$ cat config.mk
export PLATFORM = sky130hd
export DESIGN_NAME = jk_bank_driver
export DESIGN_NICKNAME = d
export VERILOG_FILES = /design/src/rtl/jk_bank_driver.sv
export SDC_FILE = /design/constraint.sdc
export NUM_CORES = 1
export LEC_CHECK = 0
export ABC_CLOCK_PERIOD_IN_PS = 2600
export BUFFER_PORTS_ARGS = -buffer_cell sky130_fd_sc_hd__buf_2
export CORE_UTILIZATION = 54
export DETAILED_ROUTE_END_ITERATION = 12
export GPL_ROUTABILITY_DRIVEN = 0
export PLACE_DENSITY = 0.81
export SYNTH_ARGS = -nofsm -noshare
export SYNTH_HDL_FRONTEND = slang
export SYNTH_SLANG_ARGS = --single-unit
$ cat constraint.sdc
create_clock -name Clk -period 2.6 [get_ports Clk]
set_input_delay 0 -clock Clk [delete_from_list [all_inputs] [get_ports Clk]]
set_output_delay 0 -clock Clk [all_outputs]
set_load 0.05 [all_outputs]
$ cat src/rtl/jk_bank_driver.sv
// rtl/jk_bank_driver.sv - initiator that drives a bank of JK flip-flops to a target word
//
// Accepts a target word over a valid/ready handshake, derives per-bit J/K
// excitations from the bank's Qout feedback, pulses CE for one cycle and then
// verifies the bank against the target, retrying a bounded number of times.
//
// Ports:
//   Clk        clock, rising edge
//   R          synchronous reset, active-high
//   tgt_valid  target word offered
//   tgt_data   desired next bank value
//   tgt_toggle excitation mode (1 = toggle differing bits, 0 = set/reset)
//   tgt_ready  controller idle and able to accept a target
//   q_fb       Qout vector of the driven bank
//   J, K       excitation to the bank
//   CE         clock enable to the bank, one cycle per DRIVE
//   busy       high in DRIVE or CHECK
//   done       one-cycle pulse, update verified
//   err        one-cycle pulse, update failed after retries
//   err_cnt    saturating count of err pulses
module jk_bank_driver #(
    parameter int WIDTH   = 4,
    parameter int RETRIES = 2,
    parameter int ERR_W   = 8
) (
    input  logic             Clk,
    input  logic             R,
    input  logic             tgt_valid,
    input  logic [WIDTH-1:0] tgt_data,
    input  logic             tgt_toggle,
    output logic             tgt_ready,
    input  logic [WIDTH-1:0] q_fb,
    output logic [WIDTH-1:0] J,
    output logic [WIDTH-1:0] K,
    output logic             CE,
    output logic             busy,
    output logic             done,
    output logic             err,
    output logic [ERR_W-1:0] err_cnt
);

    localparam int RW = (RETRIES > 0) ? $clog2(RETRIES + 1) : 1;
    localparam logic [RW-1:0] RETRY_MAX = RW'(RETRIES);

    typedef enum logic [1:0] {
        S_IDLE  = 2'd0,
        S_DRIVE = 2'd1,
        S_CHECK = 2'd2
    } state_t;

    state_t            state;
    logic [WIDTH-1:0]  tgt_reg;
    logic              mode_reg;
    logic [RW-1:0]     retry_cnt;
    logic [WIDTH-1:0]  diff;

    assign diff      = q_fb ^ tgt_reg;
    assign tgt_ready = (state == S_IDLE);
    assign busy      = (state != S_IDLE);

    always_ff @(posedge Clk) begin
        if (R) begin
            state     <= S_IDLE;
            tgt_reg   <= '0;
            mode_reg  <= 1'b0;
            retry_cnt <= '0;
            done      <= 1'b0;
            err       <= 1'b0;
            err_cnt   <= '0;
        end else begin
            done <= 1'b0;
            err  <= 1'b0;
            case (state)
                S_IDLE: begin
                    if (tgt_valid) begin
                        tgt_reg   <= tgt_data;
                        mode_reg  <= tgt_toggle;
                        retry_cnt <= '0;
                        state     <= S_DRIVE;
                    end
                end
                S_DRIVE: begin
                    state <= S_CHECK;
                end
                S_CHECK: begin
                    if (q_fb == tgt_reg) begin
                        state <= S_IDLE;
                        done  <= 1'b1;
                    end else if (retry_cnt < RETRY_MAX) begin
                        retry_cnt <= retry_cnt + RW'(1);
                        state     <= S_DRIVE;
                    end else begin
                        state <= S_IDLE;
                        err   <= 1'b1;
                        if (err_cnt != {ERR_W{1'b1}}) begin
                            err_cnt <= err_cnt + ERR_W'(1);
                        end
                    end
                end
                default: begin
                    state <= S_IDLE;
                end
            endcase
        end
    end

    // Excitation is combinational from live feedback so a retry re-targets
    // only the bits still wrong. R masks the bank interface in every state.
    always_comb begin
        J  = '0;
        K  = '0;
        CE = 1'b0;
        if (!R && state == S_DRIVE) begin
            CE = 1'b1;
            if (mode_reg) begin
                J = diff;
                K = diff;
            end else begin
                J = diff & tgt_reg;
                K = diff & ~tgt_reg;
            end
        end
    end

endmodule

Word level (Yosys, flattened, before mapping)
Index checks and enable logic that the tools add are counted.

storage, ports and cells
  input bits = 12
  logic and storage cells = 49
  output and inout port bits = 21
  bits in registers = 19

operators by class
  add/subtract/negate cells = 2
  equal/unequal tests = 7
  magnitude comparators = 1
  bitwise gates (word level) = 7
  multiplexer cells = 15
  reduce and logical (&&, ||, !) cells = 10

operator list
  kind                                                             count
  4-bit two-way mux                                                4
  8-bit by 1-bit adder with 8-bit output, second input constant    1
  4-bit bitwise AND                                                2
  2-bit two-way mux                                                4
  8-bit != test, second input constant                             1
  4-bit AND reduction                                              2
  2-bit != test, second input constant                             3
  2-bit case mux with 3 select lines                               1
  1-bit two-way mux                                                5
  4-bit == test                                                    1
  4-bit NOT                                                        1
  2-bit case mux with 2 select lines                               1
  2-bit nonzero test                                               2
  4-bit XOR                                                        1
  1-bit NOT                                                        3
  3-bit OR reduction                                               1
  2-bit by 1-bit adder with 2-bit output, second input constant    1
  2-bit by 1-bit == test with 1-bit output, second input constant  1
  2-bit == test, second input constant                             1
  2-bit logical NOT                                                1
  2-bit < comparator, second input constant                        1
  2-bit AND reduction                                              1
  2-bit OR reduction                                               1
  1-bit logical AND                                                1
  1-bit logical NOT                                                1

Longest topological paths before layout
  depth after elaboration = 4
  mapped depth = 7
  depth with buffers taken out = 6

Worst setup path before layout
OpenSTA, ideal clock, no wires.

  path kind = flip-flop to flip-flop
  start point = reg err_cnt[0]
  end point = reg err_cnt[5]
  cell stages (with the launch flop) = 6
  path slack = 0.804 ns
  path buffers = 0
  period minus slack after synthesis = 1.796 ns
  data arrival time = 1.673 ns
  setup time = 0.123 ns
  data required time = 2.477 ns
  path through = dfxtp_1 -> ha_1 -> nand3_1 -> nor2_2 -> nor4_1 -> mux2_1

between the ends
  longest elaborated chain between the ends = 2
  elaborated cells between the ends (all ways) = 3
  those cells by class = 1 x add/sub; 1 x eq/ne; 1 x reduce/logical

RTL lines
  item                                                                            line  text
  from (decl)                                                                     39    output logic [ERR_W-1:0] err_cnt
  from (signal assigned)                                                          96    err_cnt <= err_cnt + ERR_W'(1);
  branches (longest 2 deep; another with 8-bit by 1-bit adder with 8-bit output)  n/a

Parallel ways; which one is timed is not known.
A chain may end at the register's enable or synchronous reset.

Final worst setup path
  start point = reg tgt_reg[0]
  end point = reg err_cnt[5]

between the ends
  longest elaborated chain between the ends = 3

RTL lines
  item                           line  text
  from (decl)                    52    logic [WIDTH-1:0] tgt_reg;
  from (signal assigned)         76    tgt_reg <= tgt_data;
  4-bit == test                  86    if (q_fb == tgt_reg) begin
  1-bit NOT (no line)            n/a
  4-bit AND reduction (no line)  n/a

Every way passes these cells.

==> results.md <==
* Io pins at 33
* Layout cells sized above 1 at around a quarter
* Critical path class: flip-flop to flip-flop
* Maximum VDD drop at 0.374 mV
* R2R Setup Slk at between 0.7 and 0.8 ns
* Hold wc startpoint: R
* Final HPWL DP at ~1.8 mm
* Syn-to-layout area delta at 21.9%
* Antenna diode count at 0
* Global-route wire length before repair at 4.05 mm
* Gr ovfl total at 0
* Worst skew pair latency at 0.30 ns
* Cells after synthesis at 132
* Period minus WS final at approximately 1.9 ns
* Initial detailed-routing violation count at 15
* Post-Route Setup TNS at 0 ns
* Critical Path Source Type: flip-flop
* Max Slew Vio Count at 0
* I/O Buffers at 32
* First-pass iteration count of the detailed router at 5
* CP Capture Type: flip-flop
* Initial Util at 60.3%
* Clk slew on worst S/H paths at 0.10 ns
* Setup violations, final at 0
* WP data required at approximately 2.8 ns
* Syn nets at between 150 and 200
* Post-route insts no fill at roughly 190
* Clk buf depth at 2
* Worst slew pin tran at a little under 0.4 ns
* Final WS setup at between 0.7 and 0.8 ns
* Crit path DAT at between 2 and 2.5 ns
* Number of synthesized register bits at 19
* Reg2reg end: err_cnt[5]$_SDFFE_PP0P_
* Synth cell types at 32
* Slew HR at about 74%
* Die Area at 0.00220 sq mm
* Skew final at about 0.0012 ns
* Number of clock sinks at 19
* Number of gates resized after CTS at 0
* # DRC at 0
* Total track usage at between 20% and 30%
* Cells on Worst Hold Path at 2
* Worst hold path type: input port to flip-flop
* Leakage at roughly 0.60 nW
* Initial antenna violation count at 0
* TritonCTS clock tree: done
* Antenna Nets Post-Route at 0
* Vias in the first global route at 1005
* MaxCap Viol Count at 0
* Die X at around 47 microns
* Sink of the worst hold path: tgt_reg[0]$_SDFFE_PP0P_
* Crit path max fanout at 16
* Vias/cell at between 5 and 6
* Routed Wire Length at 2.59 mm
* H-tree Lvls at 1
* Fin crit share at 73.0%
* Setup bufs post-CTS at 0
* DP Worst Slack at between 0.7 and 0.8 ns
* Post-route cell area at 0.00133 sq mm
* Syn Area/Cell at a little over 8 sq um
* CTS buffer count at 3
* Hold_ws at just over 0.07 ns
* Worst R2R Start: tgt_reg[0]$_SDFFE_PP0P_
* Row Count at 15
* Root Buffer: clkbuf_4
* Routed vias at 1092
* Largest net degree at the start of global routing at 21
* Die Span Y at about 47 microns
* Placed cell count at 183
* Area of the core at about 0.0018 sq mm
* CTS Hold Buffers Added at 5
* Sequential share of the synthesized area at 35.0%
* NumNets Final at ~190
* Routed WL per cell at roughly 13 microns
* Status: finished clean
* FMAX at 0.527 GHz
* Power Dens Cells at between 400 and 500 mW/mm^2
* Area post-placement at 0.00125 sq mm
* Flip-flop count of the largest register after layout at 8
* Netlist Area Pre-Place at 0.00109 sq mm
* Synth Warn # at 0
* R2r worst-path depth at 5
* RSZ-0062 raised after global routing: no
* Final Hold Vio Count at 0
worst max-delay path, cell delays in order, from the launching register on:
cell and delay (ns):
dfxtp_1 0.33, ha_1 0.31, nand4_1 0.22, nand3_4 0.20, nor4_1 0.37, mux2_1 0.36
layout make-up:
| class | instances | area (sq um) |
|---|---|---|
| multi-input combinational | 93 | 624 |
| fill | 153 | 477 |
| sequential | 19 | 380 |
| timing repair buffer | 37 | 210 |
| inverter | 14 | 52.6 |
| tap | 25 | 31.3 |
| clock buffer | 4 | 26.3 |
report_power, final:
group	leakage (nW)	total (mW)	switching, mW	internal (mW)
logic	0.431	0.113	0.0732	0.0394
clock network	0.0150	0.150	0.0903	0.0599
registers	0.154	0.309	0.0105	0.299
synth_stat cells:
library cell | count | area [sq um]
a21oi_1 | 22 | 110
a32oi_1 | 1 | 8.76
and2_0 | 1 | 6.26
and2_1 | 1 | 6.26
and4_1 | 1 | 8.76
buf_6 | 1 | 11.3
clkbuf_1 | 5 | 18.8
dfxtp_1 | 19 | 380
ha_1 | 9 | 113
inv_1 | 14 | 52.6
mux2_1 | 1 | 11.3
mux2i_1 | 1 | 10.0
nand2_1 | 4 | 15.0
nand2b_1 | 6 | 37.5
nand3_1 | 4 | 20.0
nand3_4 | 1 | 17.5
nand4_1 | 2 | 12.5
nor2_1 | 9 | 33.8
nor2_2 | 2 | 12.5
nor2b_1 | 1 | 6.26
nor2b_4 | 1 | 13.8
nor3_1 | 2 | 10.0
nor4_1 | 3 | 18.8
o21a_1 | 5 | 37.5
o21ai_0 | 2 | 10.0
o21ai_1 | 2 | 10.0
o311ai_1 | 1 | 8.76
o31ai_1 | 2 | 15.0
o41ai_1 | 3 | 26.3
or3_1 | 1 | 6.26
or3b_1 | 1 | 8.76
or4_1 | 4 | 30.0
worst max path at each step:
stage                             from  slack (ns)                 endpoint
4_1_cts        tgt_reg[0]$_SDFFE_PP0P_        0.72  err_cnt[5]$_SDFFE_PP0P_
6_report       tgt_reg[0]$_SDFFE_PP0P_        0.70  err_cnt[5]$_SDFFE_PP0P_
3_5_place_dp   tgt_reg[0]$_SDFFE_PP0P_        0.75  err_cnt[5]$_SDFFE_PP0P_
5_1_grt        tgt_reg[2]$_SDFFE_PP0P_        0.57  err_cnt[5]$_SDFFE_PP0P_
2_1_floorplan  err_cnt[0]$_SDFFE_PP0P_        0.80  err_cnt[5]$_SDFFE_PP0P_
3_3_place_gp   tgt_reg[2]$_SDFFE_PP0P_        0.85  err_cnt[5]$_SDFFE_PP0P_
logic make-up (layout without fill, tap and decap cells):
family	after synthesis	count (layout)	share of synthesized area, %
compound gates	38	38	20.8
fa+ha+maj	9	9	10.4
buf+inv	20	55	7.60
flops	19	19	35.0
mux	2	2	1.96
simple gates	44	44	24.3
metrics by stage:
step / util (%) / power [mW]
floorplan: - / 0.392
global placement: 69.3 / 0.416
detailed placement: 69.3 / 0.420
CTS: 73.5 / 0.571
global route: 73.5 / 0.596
finish: 73.5 / 0.572
metal layers:
layer  vias to the layer above  share of wire (%)  track usage, %
met5                         -                  0               0
met2                        42                 48            44.7
li1                        539                  -               -
met3                        11                5.1            6.54
met1                       500                 45            31.5
met4                         0                2.2            9.14
placed cells by master (no fill, tap or decap), drive strengths merged, types with 5 or more instances in the layout:
cell type    instances
buf                 32
a21oi               22
dfxtp               19
inv                 14
nor2                11
ha                   9
nand2b               6
o21a                 5
dlygate4sd3          5
nand3                5
Power figures use the tool's default switching activity.
